--- src/rtl/cyborg65r2_coarse_pkg.sv ---
// Shared constants, FSM state type and Gray-to-binary helper for the
// coarse counter decoder.
//   CNT_W    : width of the coarse Gray counter (6)
//   SUM_W    : width of the decimated sum (12, covers 63*64 = 4032)
//   state_t  : decoder FSM states (IDLE, PRIME, RUN)
//   gray2bin : binary-reflected Gray to binary conversion
package cyborg65r2_coarse_pkg;

    localparam int CNT_W = 6;
    localparam int SUM_W = 12;

    typedef enum logic [1:0] {
        ST_IDLE  = 2'd0,
        ST_PRIME = 2'd1,
        ST_RUN   = 2'd2
    } state_t;

    // Each binary bit is the XOR of all Gray bits at or above it,
    // computed as a running prefix from the MSB down.
    function automatic logic [CNT_W-1:0] gray2bin(input logic [CNT_W-1:0] g);
        logic [CNT_W-1:0] b;
        b[CNT_W-1] = g[CNT_W-1];
        for (int i = CNT_W - 2; i >= 0; i--) begin
            b[i] = b[i+1] ^ g[i];
        end
        return b;
    endfunction

endpackage

--- src/rtl/cyborg65r2_coarse_decode_gray2bin.sv ---
// Combinational 6-bit Gray-to-binary converter (prefix XOR).
//   grey : Gray-coded count
//   bin  : binary count
module cyborg65r2_gray2bin
    import cyborg65r2_coarse_pkg::*;
(
    input  logic [CNT_W-1:0] grey,
    output logic [CNT_W-1:0] bin
);

    assign bin = gray2bin(grey);

endmodule

--- src/rtl/cyborg65r2_coarse_decode.sv ---
// Coarse counter decoder: converts the main and delayed-phase Gray counts
// to binary, produces the modulo-64 increment between successive valid
// samples, sums DECIM increments into a decimated output, and flags
// over-large steps (sticky) and main/delayed phase disagreement (pulse).
//
// Ports
//   clk, reset   : rising-edge clock, asynchronous active-high reset
//   in_valid     : sample pair on grey_in / grey_del_in is valid
//   grey_in      : Gray count, main phase
//   grey_del_in  : Gray count, delayed-clock phase
//   clr_ovr      : clears ovr_flag (a simultaneous set wins)
//   diff_out     : increment between successive valid samples, mod 64
//   diff_valid   : one-cycle qualifier for diff_out
//   sum_out      : sum of the last DECIM increments (held between pulses)
//   sum_valid    : one-cycle qualifier for sum_out, coincident with the
//                  DECIM-th diff_valid
//   ovr_flag     : sticky, set when a qualified increment exceeds MAX_STEP
//   mis_flag     : one-cycle pulse in a valid sample's diff slot when
//                  (bin - bin_del) mod 64 is neither 0 nor 1
//   fsm_state    : current FSM state, for observation
//
// Valid/ready: there is no back-pressure. A sample is accepted on every
// rising edge where in_valid is high; each *_valid output is a single-cycle
// strobe that the consumer must take in the cycle it is high.
//
// Timing: a sample taken at edge n is registered in stage 1 at edge n and
// its diff/mis results are registered at edge n+1.
module cyborg65r2_coarse_decode
    import cyborg65r2_coarse_pkg::*;
#(
    parameter int DECIM    = 8,
    parameter int MAX_STEP = 48
) (
    input  logic             clk,
    input  logic             reset,
    input  logic             in_valid,
    input  logic [CNT_W-1:0] grey_in,
    input  logic [CNT_W-1:0] grey_del_in,
    input  logic             clr_ovr,
    output logic [CNT_W-1:0] diff_out,
    output logic             diff_valid,
    output logic [SUM_W-1:0] sum_out,
    output logic             sum_valid,
    output logic             ovr_flag,
    output logic             mis_flag,
    output logic [1:0]       fsm_state
);

    localparam int         CNT_BITS = 7;
    localparam logic [6:0] LAST_CNT = CNT_BITS'(DECIM - 1);

    // Stage 1: binary conversions of both phases plus qualifier
    logic [CNT_W-1:0] bin_c;
    logic [CNT_W-1:0] bin_del_c;
    logic [CNT_W-1:0] s1_bin;
    logic [CNT_W-1:0] s1_bin_del;
    logic             s1_valid;

    cyborg65r2_gray2bin u_g2b_main (
        .grey (grey_in),
        .bin  (bin_c)
    );

    cyborg65r2_gray2bin u_g2b_del (
        .grey (grey_del_in),
        .bin  (bin_del_c)
    );

    always_ff @(posedge clk or posedge reset) begin
        if (reset) begin
            s1_bin     <= '0;
            s1_bin_del <= '0;
            s1_valid   <= 1'b0;
        end else begin
            s1_bin     <= bin_c;
            s1_bin_del <= bin_del_c;
            s1_valid   <= in_valid;
        end
    end

    // FSM: IDLE waits for the first sample (only loads prev_bin), PRIME
    // emits the first difference, RUN emits one per valid sample.
    state_t state_q;
    state_t state_d;
    logic   emit;

    always_ff @(posedge clk or posedge reset) begin
        if (reset) begin
            state_q <= ST_IDLE;
        end else begin
            state_q <= state_d;
        end
    end

    always_comb begin
        state_d = state_q;
        emit    = 1'b0;
        case (state_q)
            ST_IDLE: begin
                if (s1_valid) begin
                    state_d = ST_PRIME;
                end
            end
            ST_PRIME: begin
                if (s1_valid) begin
                    emit    = 1'b1;
                    state_d = ST_RUN;
                end
            end
            ST_RUN: begin
                emit = s1_valid;
            end
            default: begin
                state_d = ST_IDLE;
            end
        endcase
    end

    assign fsm_state = state_q;

    // Stage 2 datapath
    logic [CNT_W-1:0]    prev_bin;
    logic [SUM_W-1:0]    acc;
    logic [CNT_BITS-1:0] cnt;

    logic [CNT_W-1:0] diff_c;
    logic [CNT_W-1:0] phase_c;
    logic [SUM_W-1:0] acc_next_c;
    logic             last_c;
    logic             over_c;
    logic             mis_c;

    // 6-bit subtraction wraps naturally, giving the modulo-64 increment.
    assign diff_c     = s1_bin - prev_bin;
    assign phase_c    = s1_bin - s1_bin_del;
    assign acc_next_c = acc + {{(SUM_W-CNT_W){1'b0}}, diff_c};
    assign last_c     = (cnt == LAST_CNT);
    assign over_c     = emit && (int'(diff_c) > MAX_STEP);
    // The delayed phase may lag by at most one count; anything else is a
    // sampling inconsistency. Reported for every valid sample, any state.
    assign mis_c      = s1_valid && (phase_c > 6'd1);

    always_ff @(posedge clk or posedge reset) begin
        if (reset) begin
            prev_bin   <= '0;
            acc        <= '0;
            cnt        <= '0;
            diff_out   <= '0;
            diff_valid <= 1'b0;
            sum_out    <= '0;
            sum_valid  <= 1'b0;
            mis_flag   <= 1'b0;
        end else begin
            diff_valid <= emit;
            sum_valid  <= emit && last_c;
            mis_flag   <= mis_c;
            if (s1_valid) begin
                prev_bin <= s1_bin;
            end
            if (emit) begin
                diff_out <= diff_c;
                if (last_c) begin
                    sum_out <= acc_next_c;
                    acc     <= '0;
                    cnt     <= '0;
                end else begin
                    acc <= acc_next_c;
                    cnt <= cnt + 1'b1;
                end
            end
        end
    end

    // Sticky overrange: a set in the same cycle as a clear takes priority.
    always_ff @(posedge clk or posedge reset) begin
        if (reset) begin
            ovr_flag <= 1'b0;
        end else if (over_c) begin
            ovr_flag <= 1'b1;
        end else if (clr_ovr) begin
            ovr_flag <= 1'b0;
        end
    end

endmodule

--- config.mk ---
export PLATFORM = sky130hd
export DESIGN_NAME = cyborg65r2_coarse_decode
export DESIGN_NICKNAME = d
export VERILOG_FILES = /design/src/rtl/cyborg65r2_coarse_pkg.sv /design/src/rtl/cyborg65r2_coarse_decode_gray2bin.sv /design/src/rtl/cyborg65r2_coarse_decode.sv
export SDC_FILE = /design/constraint.sdc
export NUM_CORES = 1
export LEC_CHECK = 0
export ABC_CLOCK_PERIOD_IN_PS = 7400
export BUFFER_PORTS_ARGS = -buffer_cell sky130_fd_sc_hd__buf_2
export CORE_ASPECT_RATIO = 1.4
export CORE_UTILIZATION = 34
export DETAILED_ROUTE_END_ITERATION = 6
export MAX_ROUTING_LAYER = met4
export SYNTH_ARGS = -nofsm -noshare
export SYNTH_HDL_FRONTEND = slang
export SYNTH_SLANG_ARGS = --single-unit
--- constraint.sdc ---
create_clock -name clk -period 7.4 [get_ports clk]
set_clock_uncertainty 0.1 [all_clocks]
set_input_delay 1.48 -clock clk [delete_from_list [all_inputs] [get_ports clk]]
set_output_delay 1.48 -clock clk [all_outputs]
set_load 0.01 [all_outputs]
Word level (Yosys, flattened, before mapping)
Index checks and enable logic that the tools add are counted.
{"block": "totals", "reg_bits": 62, "latchBits": 0, "ramBits": 0, "rom_bits": 0, "inputBits": 16, "out_inout_bits": 24, "wordCells": 51, "memories": 0}
{"block": "op_classes", "n_addsub": 4, "n_mul": 0, "n_div": 0, "order_cmp": 2, "n_eq_ne": 5, "shift": 0, "mux": 9, "bitwise": 11, "n_reduce_logical": 7}
{"cell": "$add 12x6->12", "count": 1}
{"cell": "$mux 12", "count": 1}
{"cell": "$sub 6x6->6", "count": 2}
{"cell": "$xor 1x1->1", "count": 10}
{"cell": "$add 7x1->7 const B", "count": 1}
{"cell": "$eq 7x3->1 const B", "count": 1}
{"cell": "$mux 7", "count": 1}
{"cell": "$gt 6x1->1 const B", "count": 1}
{"cell": "$gt 6x6->1 const B", "count": 1}
{"cell": "$pmux 2 s3", "count": 1}
{"cell": "$mux 2", "count": 2}
{"cell": "$ne 2x2->1 const B", "count": 2}
{"cell": "$logic_and 1x1->1", "count": 3}
{"cell": "$mux 1", "count": 3}
{"cell": "$reduce_and 3->1", "count": 1}
{"cell": "$eq 2x1->1 const B", "count": 1}
{"cell": "$eq 2x2->1 const B", "count": 1}
{"cell": "$logic_not 2->1", "count": 1}
{"cell": "$pmux 1 s2", "count": 1}
{"cell": "$reduce_and 2->1", "count": 1}
{"cell": "$reduce_bool 2->1", "count": 1}
{"cell": "$not 1->1", "count": 1}

Longest topological paths before layout
{"block": "logic_depth", "word_depth": 5, "ltp_mapped": 13, "ltp_nobuf": 13}

By module
A second synthesis with hierarchy kept.
{"block": "hier_totals", "cells_unflattened": 314, "area_unflattened_um2": 3178.0}
{"mod": "cyborg65r2_coarse_decode", "instances": 1, "cells_per_inst": 298, "area_per_inst_um2": 2992.9, "seq_area_each_um2": 1551.5}
{"mod": "cyborg65r2_gray2bin", "instances": 2, "cells_per_inst": 8, "area_per_inst_um2": 92.6, "seq_area_each_um2": 0.0}

Least setup slack after synthesis
Ideal clock, no wire load.
{"block": "synth_timing", "path_type": "register to register", "start": "register s1_bin[0]", "end": "register acc[11]", "setup_ns": 0.083, "arrival_time_ns": 2.662, "required_ns": 7.217, "slack_ns": 4.555, "path_stages_with_launch": 14, "n_path_buf": 0, "period_less_slack_ns": 2.845, "cell_sequence": "dfrtp_1 > inv_1 > ha_1 > inv_1 > fa_1 > a21o_1 > a21oi_1 > xnor2_1 > ha_1 > o211ai_1 > o211ai_1 > nand3_1 > or3_1 > o21ai_0"}
{"block": "synth_via", "elab_chain_cells": 3}
{"element": "start: declaration", "line": "cyborg65r2_coarse_decode.sv:55", "text": "logic [CNT_W-1:0] s1_bin;"}
{"element": "start signal: assignment", "line": "cyborg65r2_coarse_decode.sv:75", "text": "s1_bin <= bin_c;"}
{"element": "$sub 6x6->6", "line": "cyborg65r2_coarse_decode.sv:134", "text": "assign diff_c = s1_bin - prev_bin;"}
{"element": "net diff_c[4]", "line": "cyborg65r2_coarse_decode.sv:126", "text": "logic [CNT_W-1:0] diff_c;"}
{"element": "$add 12x6->12", "line": "cyborg65r2_coarse_decode.sv:136", "text": "assign acc_next_c = acc + {{(SUM_W-CNT_W){1'b0}}, diff_c};"}
{"element": "$mux 12", "line": "cyborg65r2_coarse_decode.sv:162", "text": "if (last_c) begin"}
{"element": "end signal: assignment", "line": "cyborg65r2_coarse_decode.sv:167", "text": "acc <= acc_next_c;"}
{"element": "end: declaration", "line": "cyborg65r2_coarse_decode.sv:123", "text": "logic [SUM_W-1:0] acc;"}
The timed path passes the listed nets, and every way through them passes these cells.
A chain may end at the register's enable or synchronous reset.

Worst setup path after layout
Same ends and word-level chain as after synthesis.

==> flow_metrics.py <==
metrics = {
    "synthesis": {
        "syn_inst": 306,
        "synth_cell_type_count": 37,
        "synthArstFlopShare": 1.00,
        "synth-seq-area-share": 0.499,
        "avgSynthCellArea_sq_um": 10.2,
        "synth_edf_count": 0,
        "synth_seq_cells": 62,
        "syn_area_sq_mm": 0.00311,
        "ys_warn_count": 0,
        "synth_nets": 344,
        "ys.flop_type": "dfrtp_1",
    },
    "placed_design": {
        "dpl_cell_area_sq_mm": 0.00342,
        "port_buffers": 39,
        "place_congestion": 0.830,
        "dpl.hpwl_mm": 4.15,
        "post-place-cells": 445,
    },
    "power": {
        "finalPower_uw": 1600,
        "p_per_area_mw_per_mm2": 429,
        "leakage_uw": 0.00184,
        "peakVddDrop_uv": 184,
    },
    "clocking": {
        "clkLatencyLatePin_ns": 0.32,
        "clk_pin_slew_ns": 0.05,
        "cts_resized": 0,
        "cts_tree": "built",
        "clockRootBuffer": "clkbuf_16",
        "post-cts-setup-buffers": 0,
        "cts_sinks": 62,
        "cts_inserted_buffers": 9,
        "htreeDepth": 3,
        "postCtsHoldBufs": 0,
        "clock_path_buffers": 2,
    },
    "detailed_routing": {
        "viasPerCell": 4.74,
        "wl_per_cell_microns": 12.4,
        "drc": 0,
        "via_count": 2186,
        "wl_mm": 5.70,
        "antenna_left": 0,
        "drt_iter0_drc": 104,
        "dr.pass1.iters": 4,
    },
    "floorplan": {
        "fp.dieH_microns": 115,
        "core_area_sq_mm": 0.00871,
        "ios": 40,
        "die_area_sq_mm": 0.00954,
        "die_w_microns": 82.8,
        "rows": 40,
        "initial_utilization": 0.357,
    },
    "critical_path": {
        "start_kind": "register",
        "critical_path.max_stage_delay_ns": 0.39,
        "crit_buf_inv": 2,
        "cp_slowest_cell": "fa_1",
        "cp.arrival_ns": 3.26,
        "cp.required_ns": 7.55,
        "path_cells": "inv_1 -> ha_1 -> inv_1 -> fa_1 -> a21o_1 -> a21oi_1 -> xnor2_1 -> ha_1 -> o211ai_1 -> o211ai_1 -> nand3_1 -> or3_1 -> o21ai_0",
        "crit_path_max_fanout": 5,
        "crit_type": "reg -> reg",
        "crit_path_end_kind": "register",
        "cp_top_family": "adder cells",
    },
    "timing": {
        "hold_viol": 0,
        "timing.final.crit_share": 0.420,
        "max_freq_mhz": 322,
        "rsz0062_at_grt": "false",
        "setup_tns_ns": 0,
        "relSlewSlack": 0.488,
        "worstMarginPinSlew_ns": 0.768,
        "setup_viol": 0,
        "slew_viol_final": 0,
        "finalCriticalPeriod_ns": 3.11,
    },
    "layout": {
        "final_util": 0.429,
        "multiInputGateArea_sq_mm": 0.00144,
        "design_area_sq_mm": 0.00373,
        "layout-drive-gt1-share": 0.188,
        "syn_to_final_growth_pct": 20.1,
        "nNetsFinal": 389,
        "ff_latch_area_sq_mm": 0.00155,
        "diodes": 0,
        "instances_no_fill": 461,
        "fill_cells": 879,
    },
    "job": {
        "max_cap_violations": 0,
    },
    "global_route": {
        "antenna_found_initial": 0,
        "grt_pass1_vias": 2228,
        "grt_pass1_wl_mm": 10.3,
        "overflow": 0,
        "grtUsageTotal": 0.140,
        "grt_max_degree": 63,
    },
    "status": {
        "status": "finished clean",
    },
    "min_path": {
        "hp-class": "reg -> reg",
    },
}
==> state kept, by name (all words and copies together), names as in the netlist, 2 cells and up <==
signal	cells
sum_out	12
cnt	7
prev_bin	6
acc	12
fsm_state	2
s1_bin_del	6
s1_bin	6
diff_out	6
==> where the power goes <==
group | internal (uW) | total (uW) | switching (uW)
registers | 443 | 512 | 69.0
logic | 262 | 649 | 387
clock network | 303 | 442 | 140
total | 1010 | 1600 | 596
==> tightest hold or removal path, cell delays in order, from the launching register on <==
cell     delay [ns]
dfrtp_1        0.33
nand2_1        0.05
nand2_1        0.05
==> final cells by class <==
cell class | instances | share of cell area
inverters | 26 | 0.0261
flip-flops and latches | 62 | 0.415
clock buffers | 12 | 0.0660
clock inverters | 4 | 0.0188
repair buffers | 40 | 0.0543
well taps | 105 | 0.0352
multi-input cells | 212 | 0.384
==> worst paths after layout <==
check                                start          end  slack, ns  cells after the start
worst max-delay path             s1_bin[0]      acc[11]       4.29                     13
worst min-delay path            sum_out[1]   sum_out[1]       0.37                      2
worst max register to register   s1_bin[0]      acc[11]       4.29                     13
worst min register to register  sum_out[1]   sum_out[1]       0.37                      2
max in group asynchronous            reset  prev_bin[3]       5.42                      3
min in group asynchronous            reset       acc[6]       1.27                      3
==> layer usage <==
layer	track usage	vias up	routed length [microns]
li1	-	1110	-
met1	0.165	1024	2530
met2	0.226	43	2850
met3	0.0302	9	180
met4	0.0724	0	138
met5	-	-	0
==> cells in the final DEF (no fill, tap or decap), drive strengths merged, types with 2 or more instances in the layout <==
cell    instances
a21oi          15
or2             2
fa              3
nand3           6
or3             6
ha             19
a211oi          2
xnor2          18
nand4           2
clkbuf         12
a21o            2
bufinv          2
nor2            4
o21ai          36
buf            40
nor2b           2
xor2           14
clkinv          2
mux2            3
o31ai           2
and3            2
nand2          61
dfrtp          62
o211ai          3
inv            26
==> cells by family after synthesis <==
| family | Yosys count | synth area share |
|---|---|---|
| flip-flops | 62 | 0.499 |
| multiplexers | 4 | 0.0141 |
| XOR/XNOR | 32 | 0.107 |
| AO/OA/AOI/OAI | 66 | 0.122 |
| adder cells (fa/ha/maj) | 22 | 0.0958 |
| AND/OR/NAND/NOR | 88 | 0.123 |
| buffers and inverters | 32 | 0.0394 |
==> cell usage after synthesis, types with 3 or more instances <==
library cell,count,share of area
dfrtp_1,62,0.50
nand2_1,61,0.074
o21ai_0,35,0.056
inv_1,26,0.031
ha_1,19,0.076
xnor2_1,16,0.045
a21oi_1,15,0.024
xor2_1,9,0.025
nand3_1,6,0.0097
or3_1,6,0.012
xor2_2,5,0.026
nor2_1,4,0.0048
clkbuf_1,3,0.0036
fa_1,3,0.019
mux2_2,3,0.011
o211ai_1,3,0.0072
==> through the flow <==
stage | setup slack, ns | hold slack, ns
6_report | 4.29 | 0.365
5_1_grt | 4.03 | 0.389
4_1_cts | 4.26 | 0.372
3_5_place_dp | 4.27 | 0.359
3_3_place_gp | 4.41 | 0.356
2_1_floorplan | 4.28 | 0.345
Note: power is estimated with default switching activity, not from simulation.
